`config.mk`:
```
export PLATFORM = sky130hd
export DESIGN_NAME = pipe_hazard_ctrl_flat
export DESIGN_NICKNAME = d
export VERILOG_FILES = /design/src/rtl/pipe_hazard_ctrl_if.sv /design/src/rtl/pipe_hazard_ctrl.sv /design/src/flat_wrapper.sv
export SDC_FILE = /design/constraint.sdc
export NUM_CORES = 1
export LEC_CHECK = 0
export ABC_AREA = 1
export CORE_UTILIZATION = 59
export CTS_BUF_LIST = sky130_fd_sc_hd__clkbuf_4
export CTS_CLUSTER_DIAMETER = 200
export DETAILED_ROUTE_END_ITERATION = 7
export PLACE_DENSITY = 0.86
export RECOVER_POWER = 50
export REMOVE_ABC_BUFFERS = 1
export SLEW_MARGIN = 0
export SYNTH_ARGS = -nofsm -noshare
export SYNTH_HDL_FRONTEND = slang
export SYNTH_SLANG_ARGS = --single-unit
```
`constraint.sdc`:
```
create_clock -name CLK -period 3.8 [get_ports CLK]
set_clock_uncertainty 0.1 [all_clocks]
set_input_delay 0.57 -clock CLK [delete_from_list [all_inputs] [get_ports CLK]]
set_output_delay 0.57 -clock CLK [all_outputs]
set_load 0.01 [all_outputs]
```
`src/rtl/pipe_hazard_ctrl_if.sv`:
```
// Decode-side handshake and pipeline-control bundle for pipe_hazard_ctrl.
// Perf-counter signals exist only when HAZARD_PERF_CNT_EN is defined.
interface pipe_hazard_ctrl_if #(parameter int AW = 5);
    logic          i_valid;
    logic [AW-1:0] i_RA1;
    logic [AW-1:0] i_RA2;
    logic          i_use1;
    logic          i_use2;
    logic          i_WE;
    logic [AW-1:0] i_WA;
    logic          i_mem;
    logic          i_mem_ready;
    logic          o_stall;
    logic          o_bubble;
    logic          o_b1_en;
    logic          o_b2_en;
    logic          o_mem_err;
`ifdef HAZARD_PERF_CNT_EN
    logic [31:0]   o_cyc_cnt;
    logic [31:0]   o_raw_stall_cnt;
    logic [31:0]   o_mem_wait_cnt;

    modport master (
        output i_valid, i_RA1, i_RA2, i_use1, i_use2, i_WE, i_WA, i_mem, i_mem_ready,
        input  o_stall, o_bubble, o_b1_en, o_b2_en, o_mem_err,
        input  o_cyc_cnt, o_raw_stall_cnt, o_mem_wait_cnt
    );
    modport slave (
        input  i_valid, i_RA1, i_RA2, i_use1, i_use2, i_WE, i_WA, i_mem, i_mem_ready,
        output o_stall, o_bubble, o_b1_en, o_b2_en, o_mem_err,
        output o_cyc_cnt, o_raw_stall_cnt, o_mem_wait_cnt
    );
`else
    modport master (
        output i_valid, i_RA1, i_RA2, i_use1, i_use2, i_WE, i_WA, i_mem, i_mem_ready,
        input  o_stall, o_bubble, o_b1_en, o_b2_en, o_mem_err
    );
    modport slave (
        input  i_valid, i_RA1, i_RA2, i_use1, i_use2, i_WE, i_WA, i_mem, i_mem_ready,
        output o_stall, o_bubble, o_b1_en, o_b2_en, o_mem_err
    );
`endif
endinterface

```
`src/rtl/pipe_hazard_ctrl.sv`:
```
// RAW-hazard stall / bubble sequencer and memory-wait freeze for a 5-stage pipe.
// Optional perf counters are enabled by defining HAZARD_PERF_CNT_EN.
module pipe_hazard_ctrl #(
    parameter int AW          = 5,
    parameter int MEM_TIMEOUT = 15
) (
    input  logic             CLK,
    input  logic             RST,
    pipe_hazard_ctrl_if.slave bus
);
    typedef struct packed {
        logic          v;
        logic          we;
        logic [AW-1:0] wa;
        logic          mem;
    } shadow_t;

    typedef enum logic [1:0] {S_RUN, S_WAIT, S_ERR} state_t;

    localparam logic [7:0] TIMEOUT = 8'(MEM_TIMEOUT);

    shadow_t    ex_q, mem_q;
    state_t     state;
    logic [7:0] cnt;
    logic [7:0] cnt_inc;
    logic       mem_err_q;
    logic       hz, frz;
    logic       m1, m2;

    // Register 0 never aliases a real producer, so it is excluded from matching.
    function automatic logic match(input logic [AW-1:0] x, input shadow_t e, input shadow_t m);
        return (x != '0) && ((e.v && e.we && e.wa == x) || (m.v && m.we && m.wa == x));
    endfunction

    always_comb begin
        m1      = bus.i_valid & bus.i_use1 & match(bus.i_RA1, ex_q, mem_q);
        m2      = bus.i_valid & bus.i_use2 & match(bus.i_RA2, ex_q, mem_q);
        hz      = m1 | m2;
        frz     = (state == S_ERR) ||
                  (mem_q.v && mem_q.mem && !bus.i_mem_ready);
        cnt_inc = (cnt == 8'hFF) ? cnt : cnt + 8'd1;
    end

    assign bus.o_b1_en   = ~frz;
    assign bus.o_b2_en   = ~frz;
    assign bus.o_stall   = hz | frz;
    assign bus.o_bubble  = hz & ~frz;
    assign bus.o_mem_err = mem_err_q;

    always_ff @(posedge CLK) begin
        if (RST) begin
            ex_q      <= '0;
            mem_q     <= '0;
            state     <= S_RUN;
            cnt       <= '0;
            mem_err_q <= 1'b0;
        end else begin
            if (!frz) begin
                mem_q <= ex_q;
                ex_q  <= hz ? '0 : {bus.i_valid, bus.i_WE, bus.i_WA, bus.i_mem};
            end
            case (state)
                S_RUN: begin
                    if (frz) begin
                        cnt <= 8'd1;
                        // A one-cycle budget expires on the very first wait edge.
                        if (TIMEOUT == 8'd1) begin
                            state     <= S_ERR;
                            mem_err_q <= 1'b1;
                        end else begin
                            state <= S_WAIT;
                        end
                    end
                end
                S_WAIT: begin
                    if (bus.i_mem_ready) begin
                        state <= S_RUN;
                        cnt   <= '0;
                    end else begin
                        cnt <= cnt_inc;
                        if (cnt_inc == TIMEOUT) begin
                            state     <= S_ERR;
                            mem_err_q <= 1'b1;
                        end
                    end
                end
                S_ERR:   mem_err_q <= 1'b1;
                default: state <= S_RUN;
            endcase
        end
    end

`ifdef HAZARD_PERF_CNT_EN
    logic [31:0] cyc_cnt, raw_cnt, wait_cnt;

    always_ff @(posedge CLK) begin
        if (RST) begin
            cyc_cnt  <= '0;
            raw_cnt  <= '0;
            wait_cnt <= '0;
        end else begin
            cyc_cnt <= cyc_cnt + 32'd1;
            if (hz && !frz)
                raw_cnt <= raw_cnt + 32'd1;
            if (frz && state != S_ERR)
                wait_cnt <= wait_cnt + 32'd1;
        end
    end

    assign bus.o_cyc_cnt       = cyc_cnt;
    assign bus.o_raw_stall_cnt = raw_cnt;
    assign bus.o_mem_wait_cnt  = wait_cnt;
`endif
endmodule

```
`src/flat_wrapper.sv`:
```
// flat-port wrapper written by rule: the top's interface ports become plain ports
module pipe_hazard_ctrl_flat 
#(
    parameter int AW          = 5,
    parameter int MEM_TIMEOUT = 15
)
  (CLK, RST, bus_i_valid, bus_i_RA1, bus_i_RA2, bus_i_use1, bus_i_use2, bus_i_WE, bus_i_WA, bus_i_mem, bus_i_mem_ready, bus_o_stall, bus_o_bubble, bus_o_b1_en, bus_o_b2_en, bus_o_mem_err);
  pipe_hazard_ctrl_if #(.AW(AW)) bus_i ();
  input  logic CLK;
  input  logic RST;
  input wire logic [$bits(bus_i.i_valid)-1:0] bus_i_valid;
  input wire logic [$bits(bus_i.i_RA1)-1:0] bus_i_RA1;
  input wire logic [$bits(bus_i.i_RA2)-1:0] bus_i_RA2;
  input wire logic [$bits(bus_i.i_use1)-1:0] bus_i_use1;
  input wire logic [$bits(bus_i.i_use2)-1:0] bus_i_use2;
  input wire logic [$bits(bus_i.i_WE)-1:0] bus_i_WE;
  input wire logic [$bits(bus_i.i_WA)-1:0] bus_i_WA;
  input wire logic [$bits(bus_i.i_mem)-1:0] bus_i_mem;
  input wire logic [$bits(bus_i.i_mem_ready)-1:0] bus_i_mem_ready;
  output wire logic [$bits(bus_i.o_stall)-1:0] bus_o_stall;
  output wire logic [$bits(bus_i.o_bubble)-1:0] bus_o_bubble;
  output wire logic [$bits(bus_i.o_b1_en)-1:0] bus_o_b1_en;
  output wire logic [$bits(bus_i.o_b2_en)-1:0] bus_o_b2_en;
  output wire logic [$bits(bus_i.o_mem_err)-1:0] bus_o_mem_err;
  assign bus_i.i_valid = bus_i_valid;
  assign bus_i.i_RA1 = bus_i_RA1;
  assign bus_i.i_RA2 = bus_i_RA2;
  assign bus_i.i_use1 = bus_i_use1;
  assign bus_i.i_use2 = bus_i_use2;
  assign bus_i.i_WE = bus_i_WE;
  assign bus_i.i_WA = bus_i_WA;
  assign bus_i.i_mem = bus_i_mem;
  assign bus_i.i_mem_ready = bus_i_mem_ready;
  assign bus_o_stall = bus_i.o_stall;
  assign bus_o_bubble = bus_i.o_bubble;
  assign bus_o_b1_en = bus_i.o_b1_en;
  assign bus_o_b2_en = bus_i.o_b2_en;
  assign bus_o_mem_err = bus_i.o_mem_err;
  pipe_hazard_ctrl #(.AW(AW), .MEM_TIMEOUT(MEM_TIMEOUT)) u_core (.CLK(CLK), .RST(RST), .bus(bus_i));
endmodule
```
==> summary.txt, run 1 <==
Cells and area
  – Final Non-Filler Cells: 339
  – Fin util: roughly 74%
  – Layout area overhead: 19.81%
  – # diodes: 0
  – Nets: approximately 330
  – Layout cells sized above 1: 5.844%

Clocking
  – Root buffer cell: clkbuf_4
  – TritonCTS buffer count: 3
  – Worst-case clock buffer depth: 2
  – CTS Hold Buffers Added: 0
  – Post-cts resize count: 0
  – Clk_lat worst skew: around 0.33 ns
  – H-tree depth: 1
  – Clk slew on worst S/H paths: around 0.15 ns
  – Clock sinks: 27
  – Postcts setup bufs: 0
  – CTS tree: yes

Timing
  – Period utilization: about 89%
  – Final count of negative-setup-slack endpoints: 0
  – Rel. slew slack: 38.38%
  – Worst-margin pin slew: 0.9243 ns
  – Setup TNS: 0 ns
  – Final Hold Fails: 0
  – Min Tclk post-route: 3.396 ns
  – F_max: 294.4 MHz
  – RSZ-0062 raised after global routing: false
  – Pins Over Slew Limit: 0

Synth
  – Most common cell in the synthesized netlist: nand2_1
  – Synth Flop Type: dfxtp_1
  – Post-synthesis cell count: 280
  – Yosys warning count: 0
  – Yosys cell types: 28
  – Post-synth top area share: 32.05%
  – Synth top area cells: dfxtp_1 32%, nand2_1 21%, inv_1 8.2%
  – Post-synthesis async set-or-reset flop share: 0%
  – Number of synthesized flops with an enable pin: 0
  – Synth top cells by count: 96 x nand2_1, 37 x inv_1, 27 x dfxtp_1, 27 x nor2_1, 26 x a21oi_1
  – Seq/Total Area, Yosys: 32.05%
  – Avg Synthesized Cell Area: 6.024 um^2
  – Post-Syn Area: 0.001687 mm^2
  – Flops & latches, synth: 27
  – Synth area leader: dfxtp_1

Power and ir drop
  – Sw Pwr: 133.5 uW
  – Seq pwr share: about three fifths
  – Comb pwr share: 15.3%
  – Clock power frac: 25.1%
  – Post-layout total power: 504.1 uW
  – Pint: between 300 and 400 uW
  – Pleak: 0.0009698 uW
  – Switching share of power: between 20% and 30%
  – PwrDens: 249.5 mW/mm^2
  – Worst vdd ir: 0.2755 mV

Setup path
  – Critical path capture point type: output port
  – Worst Path Max Fanout: 24
  – WP data arrival: ~2.7 ns
  – Setup CP Type: in2out
  – CP Data Required Time: 3.13 ns
  – Reg2Reg Depth: 8
  – CP startpoint kind: input port

Floorplanning
  – Die Area: 0.003076 mm^2
  – Initial Utilization: 61.69%
  – Die height: between 50 and 60 um
  – Core Rows: 19
  – Chip width: 55.47 um
  – Core Region: 0.002734 mm^2
  – # IOs: 28

Placement
  – Port buffer count: 27
  – Placed cell count: 335
  – Placer Congestion: around 0.96
  – Placed wire-length estimate: 3034 um

Route
  – DRC: 0
  – Routed Antenna Nets: 0
  – Initial DRC Count: ~100
  – Via count: 1,788
  – TritonRoute pass-1 iters: 4
  – WL/cell: 11.79 um
  – Vias per cell: around 5.3
  – Routed wire length: 3998 um

GRT
  – Initial antenna violation count: 0
  – GRT Total Usage: a little over a quarter
  – Grt ovf: 0
  – Pin count of the biggest net entering global routing: 25
  – Vias in the first global route: 1,611
  – First-pass GRT wire length: around 6700 um

Hold path
  – Hold Path Stages: 2
  – Worst hold path class: reg2reg

Run status
  – Outcome: completed

Flow run
  – Max Cap Viol: 0
state kept, by name, summed over array words and instances, names as in the netlist:
name / flops
u_core.mem_q: 8
u_core.ex_q: 8
u_core.bus.o_mem_err: 1
u_core.cnt: 8
u_core.state: 2
stage by stage:
stage	hold slack, ns	setup slack, ns	area, um^2
finish	0.4007	0.4035	2021
global placement	0.3521	0.6222	1994
CTS	0.3986	0.5782	2024
detailed placement	0.3792	0.5943	1994
floorplan	0.3361	0.6093	1657
global route	0.4135	0.2603	2021
worst paths after layout:
kind / start / to / slack [ns]
setup reg to reg: u_core.state[1] / u_core.cnt[5] / 1.64
hold / removal: u_core.ex_q[6] / u_core.ex_q[6] / 0.40
setup / recovery: bus_i_mem_ready / bus_o_b1_en / 0.40
hold reg to reg: u_core.ex_q[6] / u_core.ex_q[6] / 0.40
layout by cell type, fill, tap and decap left out, types with 2 or more instances in the layout:
cell and instances:
o21ai_0 13, nand2_2 3, xnor2_1 2, nor2_1 27, clkbuf_4 3, nand2_1 96
dfxtp_1 27, nand3_1 13, a21oi_1 26, nand4_1 11, clkdlybuf4s50_1 26, inv_1 37
buf_4 2, o21bai_1 2, xor2_1 2, inv_2 3
layout make-up:
cell class | count | area (um^2)
fill | 240 | 713.2
inverter | 40 | 150.1
sequential | 27 | 540.5
tap | 31 | 38.79
clock inverter | 1 | 7.507
clock buffer | 3 | 22.52
timing repair buffer | 30 | 289.0
multi-input combinational | 207 | 972.2
power groups by stage:
| stage | combinational [uW] | sequential (uW) | clock [uW] |
|---|---|---|---|
| floorplan | 38.0 | 304 | 0 |
| global placement | 75.9 | 306 | 0 |
| detailed placement | 76.3 | 306 | 0 |
| CTS | 76.9 | 300 | 130 |
| global route | 87.4 | 302 | 142 |
| finish | 77.2 | 301 | 126 |
cell families (layout without fill, tap and decap cells):
| kind of cell | count (synthesis) | count (layout) | share of synthesized area (%) |
|---|---|---|---|
| flops | 27 | 27 | 32.05 |
| simple gates | 157 | 157 | 40.36 |
| buf+inv | 46 | 74 | 10.68 |
| xor+xnor | 4 | 4 | 2.078 |
| compound gates | 45 | 45 | 14.09 |
| fa+ha+maj | 1 | 1 | 0.7417 |
worst max-delay path: stages:
cell and delay [ns]:
clkdlybuf4s50_1 0.47, inv_1 0.08, a31oi_2 0.20, clkbuf_1 0.71, clkdlybuf4s50_1 0.68
metal layers:
| layer | routed length [um] | GRT usage [%] | vias up |
|---|---|---|---|
| met5 | 0 | 0 | - |
| met4 | 99 | 11.07 | 0 |
| met3 | 155 | 3.279 | 10 |
| met2 | 1921 | 45.61 | 38 |
| met1 | 1821 | 33.98 | 800 |
| li1 | - | - | 940 |
Power figures use the tool's default switching activity.
==> run 2: changes to the inputs <==
--- a/config.mk
+++ b/config.mk
@@ -5,10 +5,10 @@
 export SDC_FILE = /design/constraint.sdc
 export NUM_CORES = 1
 export LEC_CHECK = 0
-export ABC_AREA = 1
-export CORE_UTILIZATION = 59
+export CORE_UTILIZATION = 58
 export CTS_BUF_LIST = sky130_fd_sc_hd__clkbuf_4
 export CTS_CLUSTER_DIAMETER = 200
+export CTS_CLUSTER_SIZE = 20
 export DETAILED_ROUTE_END_ITERATION = 7
 export PLACE_DENSITY = 0.86
 export RECOVER_POWER = 50
==> summary.txt, run 2 <==
Run status
  – Outcome: completed

Cells and area
  – Layout cells sized above 1: 4.717%
  – Commonest cells after routing, fill and taps aside: 27 x dfxtp_1, 26 x nand2_1, 26 x clkdlybuf4s50_1
  – Fillers: 200
  – Layout area overhead: 19.56%
  – Largest regs: u_core.cnt x8, u_core.ex_q x8, u_core.mem_q x8
  – Final Non-Filler Cells: 242
  – # diodes: 0
  – Most common cell after layout, fill and taps aside: dfxtp_1
  – Nets: 237

Route
  – Routed wire length: 3473 um
  – Routed Antenna Nets: 0
  – Vias per cell: between 6 and 7
  – Initial DRC Count: 31
  – Via count: 1,455
  – WL/cell: 14.35 um
  – TritonRoute pass-1 iters: 4
  – DRC: 0

Setup path
  – CP startpoint kind: input port
  – Most used cell, CP: clkdlybuf4s50_1
  – R2r startpoint: u_core.state[1]
  – CP peak stage delay: 0.58 ns
  – CP bufs+invs: 3
  – Reg2reg end: u_core.ex_q[6]
  – Setup CP Type: in2out
  – Crit path cell chain: clkdlybuf4s50_1 > and3b_1 > or2_0 > inv_4 > and2_2 > clkdlybuf4s50_1
  – WP data arrival: between 2 and 3 ns
  – Critical path's slowest cell: or2_0
  – Critical path capture point type: output port
  – Top delay family on crit path: buffers and inverters
  – Flop-to-flop setup slack: roughly 1.5 ns
  – Worst Path Max Fanout: 19
  – CP Data Required Time: 3.13 ns
  – Reg2Reg Depth: 6

Synth
  – Yosys warning count: 0
  – Post-synth top area share: a little over a third
  – Post-Syn Area: 0.001523 mm^2
  – Yosys cell types: 43
  – Seq/Total Area, Yosys: 35.50%
  – Synth Flop Type: dfxtp_1
  – Synth top area cells: dfxtp_1 35%, xor2_1 12%, nand2_1 6.4%
  – Post-synthesis cell count: 188
  – Avg Synthesized Cell Area: 8.100 um^2
  – Synth area leader: dfxtp_1
  – Synth top cells by count: 27 x dfxtp_1, 26 x nand2_1, 21 x xor2_1
  – Post-synthesis async set-or-reset flop share: 0%
  – Most common cell in the synthesized netlist: dfxtp_1
  – Flops & latches, synth: 27
  – Number of synthesized flops with an enable pin: 0

Power and ir drop
  – Clock power frac: 26.4%
  – Comb pwr share: 13.2%
  – Worst vdd ir: 0.2953 mV
  – Seq pwr share: 60.5%
  – Sw Pwr: between 100 and 150 uW
  – Pint: 378.3 uW
  – Pleak: roughly 0.00070 uW
  – Switching share of power: 24.17%
  – PwrDens: 274.0 mW/mm^2

Timing
  – Final Hold Fails: 0
  – Worst-margin pin slew: between 0.8 and 0.9 ns
  – Rel. slew slack: 41.01%
  – Setup TNS: 0 ns
  – RSZ-0062 raised after global routing: false
  – Hold_ws: 0.3737 ns
  – Pins Over Slew Limit: 0
  – F_max: 287.8 MHz
  – Period utilization: about nine tenths
  – Final count of negative-setup-slack endpoints: 0
  – Min Tclk post-route: between 3 and 4 ns

GRT
  – GR Layer Usage met1: 37.37%
  – Met3 GRT Util: 3.736%
  – Initial antenna violation count: 0
  – Pin count of the biggest net entering global routing: 29
  – Vias in the first global route: roughly 1.2k
  – Met2 GRT Util: 39.58%
  – GRT Total Usage: 26.14%
  – Most crowded layer after global routing: met2
  – First-pass GRT wire length: around 5400 um
  – Grt ovf: 0

Floorplanning
  – # IOs: 28
  – Chip width: roughly 53 um
  – Initial Utilization: 61.46%
  – Die height: 53.24 um
  – Core Rows: 18
  – Core Region: 0.002477 mm^2
  – Die Area: 0.002835 mm^2

Placement
  – Placed wire-length estimate: 2515 um
  – Placer Congestion: between 0.8 and 0.9
  – Placed cell count: 238
  – Port buffer count: 27

Clocking
  – H-tree depth: 1
  – CTS tree: yes
  – Worst-case clock buffer depth: 2
  – Postcts setup bufs: 0
  – Root buffer cell: clkbuf_4
  – Clock sinks: 27
  – Clk_lat worst skew: 0.32 ns
  – Clk slew on worst S/H paths: 0.14 ns
  – Post-cts resize count: 0
  – TritonCTS buffer count: 3
  – CTS Hold Buffers Added: 0

Hold path
  – Worst Hold End: u_core.mem_q[6]
  – Worst hold path class: reg2reg
  – Min-delay src: u_core.mem_q[6]
  – Hold Path Stages: 2

Flow run
  – Max Cap Viol: 0
[run 2: final cells by class]
cell class / instances / area (um^2) / share of cell area, %
Inverter: 1 / 6.256 / 0.3436
Timing Repair Buffer: 28 / 277.8 / 15.26
Sequential cell: 27 / 540.5 / 29.69
Multi-Input combinational cell: 152 / 928.4 / 51.00
Tap cell: 30 / 37.54 / 2.062
Clock buffer: 4 / 30.03 / 1.649
[run 2: tightest hold or removal path, cell delays in order (launching register included)]
cell and delay [ns]:
dfxtp_1 0.34, nand2_1 0.05, a21oi_1 0.05
[run 2: cell families after synthesis]
kind of cell             Yosys count  share of synthesized area [%]
AO/OA/AOI/OAI                     45                          18.98
buffers and inverters              9                          3.533
flip-flops                        27                          35.50
adder cells (fa/ha/maj)            1                         0.8216
XOR/XNOR                          21                          12.08
AND/OR/NAND/NOR                   85                          29.09
[run 2: power by group through the flow]
stage,clock [uW],combinational [uW],sequential (uW)
final,132,65.7,302
after global routing,146,71.8,303
after CTS,136,65.8,301
after detailed placement,0,65.2,308
after global placement,0,63.5,307
after floorplan,0,27.2,305
[run 2: worst max path at each step]
stage / slack, ns / to / depth (start not counted) / startpoint
6_report: 0.33 / bus_o_bubble / 6 / bus_i_mem_ready
5_1_grt: 0.21 / bus_o_bubble / 6 / bus_i_mem_ready
4_1_cts: 0.38 / bus_o_bubble / 7 / bus_i_RA2[4]
3_5_place_dp: 0.39 / bus_o_bubble / 7 / bus_i_RA2[4]
3_3_place_gp: 0.45 / bus_o_bubble / 7 / bus_i_RA1[3]
2_1_floorplan: 1.47 / bus_o_stall / 4 / bus_i_RA1[1]
[run 2: per-stage QoR]
step,utilization (%),total power [uW],setup slack [ns],area (um^2)
CTS,73.48,503.2,0.3846,1821
detailed placement,72.27,372.9,0.3897,1790
floorplan,-,332.4,1.466,1475
global placement,72.27,370.8,0.4487,1790
finish,73.48,498.9,0.3256,1821
global route,73.48,520.1,0.2050,1821
[run 2: per-layer routing]
layer / vias to the layer above / wire length [um]
li1: 723 / -
met5: - / 0
met2: 47 / 1556
met4: 0 / 38
met1: 679 / 1705
met3: 6 / 172
==> run 3: changes to the inputs <==
--- a/config.mk
+++ b/config.mk
@@ -5,12 +5,13 @@
 export SDC_FILE = /design/constraint.sdc
 export NUM_CORES = 1
 export LEC_CHECK = 0
-export CORE_UTILIZATION = 58
+export CORE_UTILIZATION = 65
 export CTS_BUF_LIST = sky130_fd_sc_hd__clkbuf_4
 export CTS_CLUSTER_DIAMETER = 200
 export CTS_CLUSTER_SIZE = 20
 export DETAILED_ROUTE_END_ITERATION = 7
-export PLACE_DENSITY = 0.86
+export DONT_BUFFER_PORTS = 1
+export PLACE_DENSITY = 0.8
 export RECOVER_POWER = 50
 export REMOVE_ABC_BUFFERS = 1
 export SLEW_MARGIN = 0
==> summary.txt, run 3 (synthesis gave the netlist of run 2 again) <==
Timing
  – F_max: 361.9 MHz
  – Pins Over Slew Limit: 0
  – Final Hold Fails: 0
  – Final WS setup: just over 1 ns
  – Period utilization: 72.71%
  – Worst-margin pin slew: between 0.9 and 1 ns
  – Setup TNS: 0 ns
  – Min Tclk post-route: approximately 2.8 ns
  – Rel. slew slack: 38.71%
  – RSZ-0062 raised after global routing: false
  – Final count of negative-setup-slack endpoints: 0

Hold path
  – Worst hold path class: in2reg
  – Min-delay src: RST
  – Hold Path Stages: 1
  – Worst Hold End: u_core.state[0]

Clocking
  – Root buffer cell: clkbuf_4
  – Clock sinks: 27
  – Worst-case clock buffer depth: 2
  – Clk slew on worst S/H paths: 0.15 ns
  – Postcts setup bufs: 0
  – Clk_lat worst skew: 0.34 ns
  – Post-cts resize count: 0
  – TritonCTS buffer count: 3
  – H-tree depth: 1
  – CTS Hold Buffers Added: 0
  – CTS tree: yes

Setup path
  – Flop-to-flop setup slack: 1.52 ns
  – Critical path's slowest cell: or2_0
  – CP startpoint kind: flip-flop
  – Worst Path Max Fanout: 19
  – Reg2reg end: u_core.ex_q[6]
  – Crit path cell chain: nor2b_1 > or2_0 > inv_4 > and2_2
  – Setup CP Type: reg2out
  – R2r startpoint: u_core.state[1]
  – CP Data Required Time: 3.13 ns
  – CP peak stage delay: 0.57 ns
  – Reg2Reg Depth: 6
  – Critical path capture point type: output port
  – WP data arrival: 2.09 ns

Power and ir drop
  – Comb pwr share: 6.9%
  – Switching share of power: 24.89%
  – Sw Pwr: 116.1 uW
  – PwrDens: 302.8 mW/mm^2
  – Pleak: between 0.0005 and 0.0006 uW
  – Pint: 350.3 uW
  – Clock power frac: 28.2%
  – Worst vdd ir: 0.2448 mV
  – Seq pwr share: between 60 and 70%

GRT
  – Vias in the first global route: approximately 1.3k
  – Initial antenna violation count: 0
  – Grt ovf: 0
  – Pin count of the biggest net entering global routing: 29
  – First-pass GRT wire length: roughly 5700 um
  – GRT Total Usage: approximately 30%

Cells and area
  – Most common cell after layout, fill and taps aside: dfxtp_1
  – Nets: 209
  – Layout area overhead: 1.151%
  – Layout cells sized above 1: 4.891%
  – Largest regs: u_core.cnt x8, u_core.ex_q x8, u_core.mem_q x8
  – Fillers: roughly 200
  – Commonest cells after routing, fill and taps aside: 27 x dfxtp_1, 26 x nand2_1, 21 x xor2_1
  – # diodes: 0

Floorplanning
  – # IOs: 28
  – Die Area: 0.002540 mm^2
  – Chip width: 50.40 um
  – Core Rows: 17
  – Core Region: 0.002212 mm^2
  – Die height: slightly above 50 um
  – Initial Utilization: 68.83%

Placement
  – Port buffer count: 0
  – Placer Congestion: 0.7891
  – Place WS: 1.359 ns
  – Placed wire-length estimate: around 2500 um

Route
  – Initial DRC Count: 32
  – Routed Antenna Nets: 0
  – WL/cell: about 16 um
  – Routed wire length: 3373 um
  – TritonRoute pass-1 iters: 4
  – Vias per cell: around 6.5
  – Via count: 1,371
  – DRC: 0

Run status
  – Outcome: completed

Flow run
  – Max Cap Viol: 0
## run 3: power groups by stage
stage | clock network (uW) | logic [uW] | registers (uW)
after floorplan | 0 | 27.2 | 305
after global placement | 0 | 29.5 | 308
after detailed placement | 0 | 32.2 | 309
after CTS | 135 | 32.4 | 302
after global routing | 145 | 36.4 | 304
final | 132 | 32.2 | 303
## run 3: per-layer routing
metal	GRT usage, %	part of all wire [%]	wire [um]	vias to the layer above
met5	0	0	0	-
li1	-	-	-	664
met4	14.35	2.4	82	0
met2	46.00	45	1525	41
met3	3.939	4.3	146	9
met1	40.38	48	1618	657
## run 3: worst max-delay path by stage
| stage | end | cells after the start | slack, ns | from |
|---|---|---|---|---|
| after floorplan | bus_o_stall | 4 | 1.47 | bus_i_RA1[1] |
| after global placement | bus_o_stall | 4 | 1.40 | bus_i_RA1[1] |
| after detailed placement | bus_o_stall | 4 | 1.36 | bus_i_RA1[1] |
| after CTS | bus_o_bubble | 5 | 1.21 | u_core.ex_q[5] |
| after global routing | bus_o_bubble | 4 | 0.89 | u_core.state[1] |
| final | bus_o_bubble | 4 | 1.04 | u_core.state[1] |
## run 3: cell type report
cell class                      count  area, um^2  share of cell area, %
Multi-Input combinational cell    152       928.4                  60.28
Sequential cell                    27       540.5                  35.09
Tap cell                           28       35.03                  2.275
Clock buffer                        3       22.52                  1.462
Clock inverter                      1       7.507                 0.4874
Inverter                            1       6.256                 0.4062
## run 3: metrics by stage
| stage | total power (uW) | area [um^2] | std cells | hold slack (ns) | util (%) |
|---|---|---|---|---|---|
| after floorplan | 332.4 | 1475 | 180 | 0.3257 | - |
| final | 466.3 | 1540 | 212 | 0.1754 | 69.63 |
| after CTS | 469.3 | 1540 | 212 | 0.1676 | 69.63 |
| after global routing | 484.9 | 1540 | 212 | 0.1611 | 69.63 |
| after global placement | 337.6 | 1510 | 208 | 0.3375 | 68.27 |
| after detailed placement | 340.7 | 1510 | 208 | 0.3547 | 68.27 |
## run 3: worst max-delay path: cells and delay by family, from the launching register on
family	cells	cell delay, ns
buffers and inverters	1	0.23
and+or+nand+nor	3	1.05
DFF	1	0.47
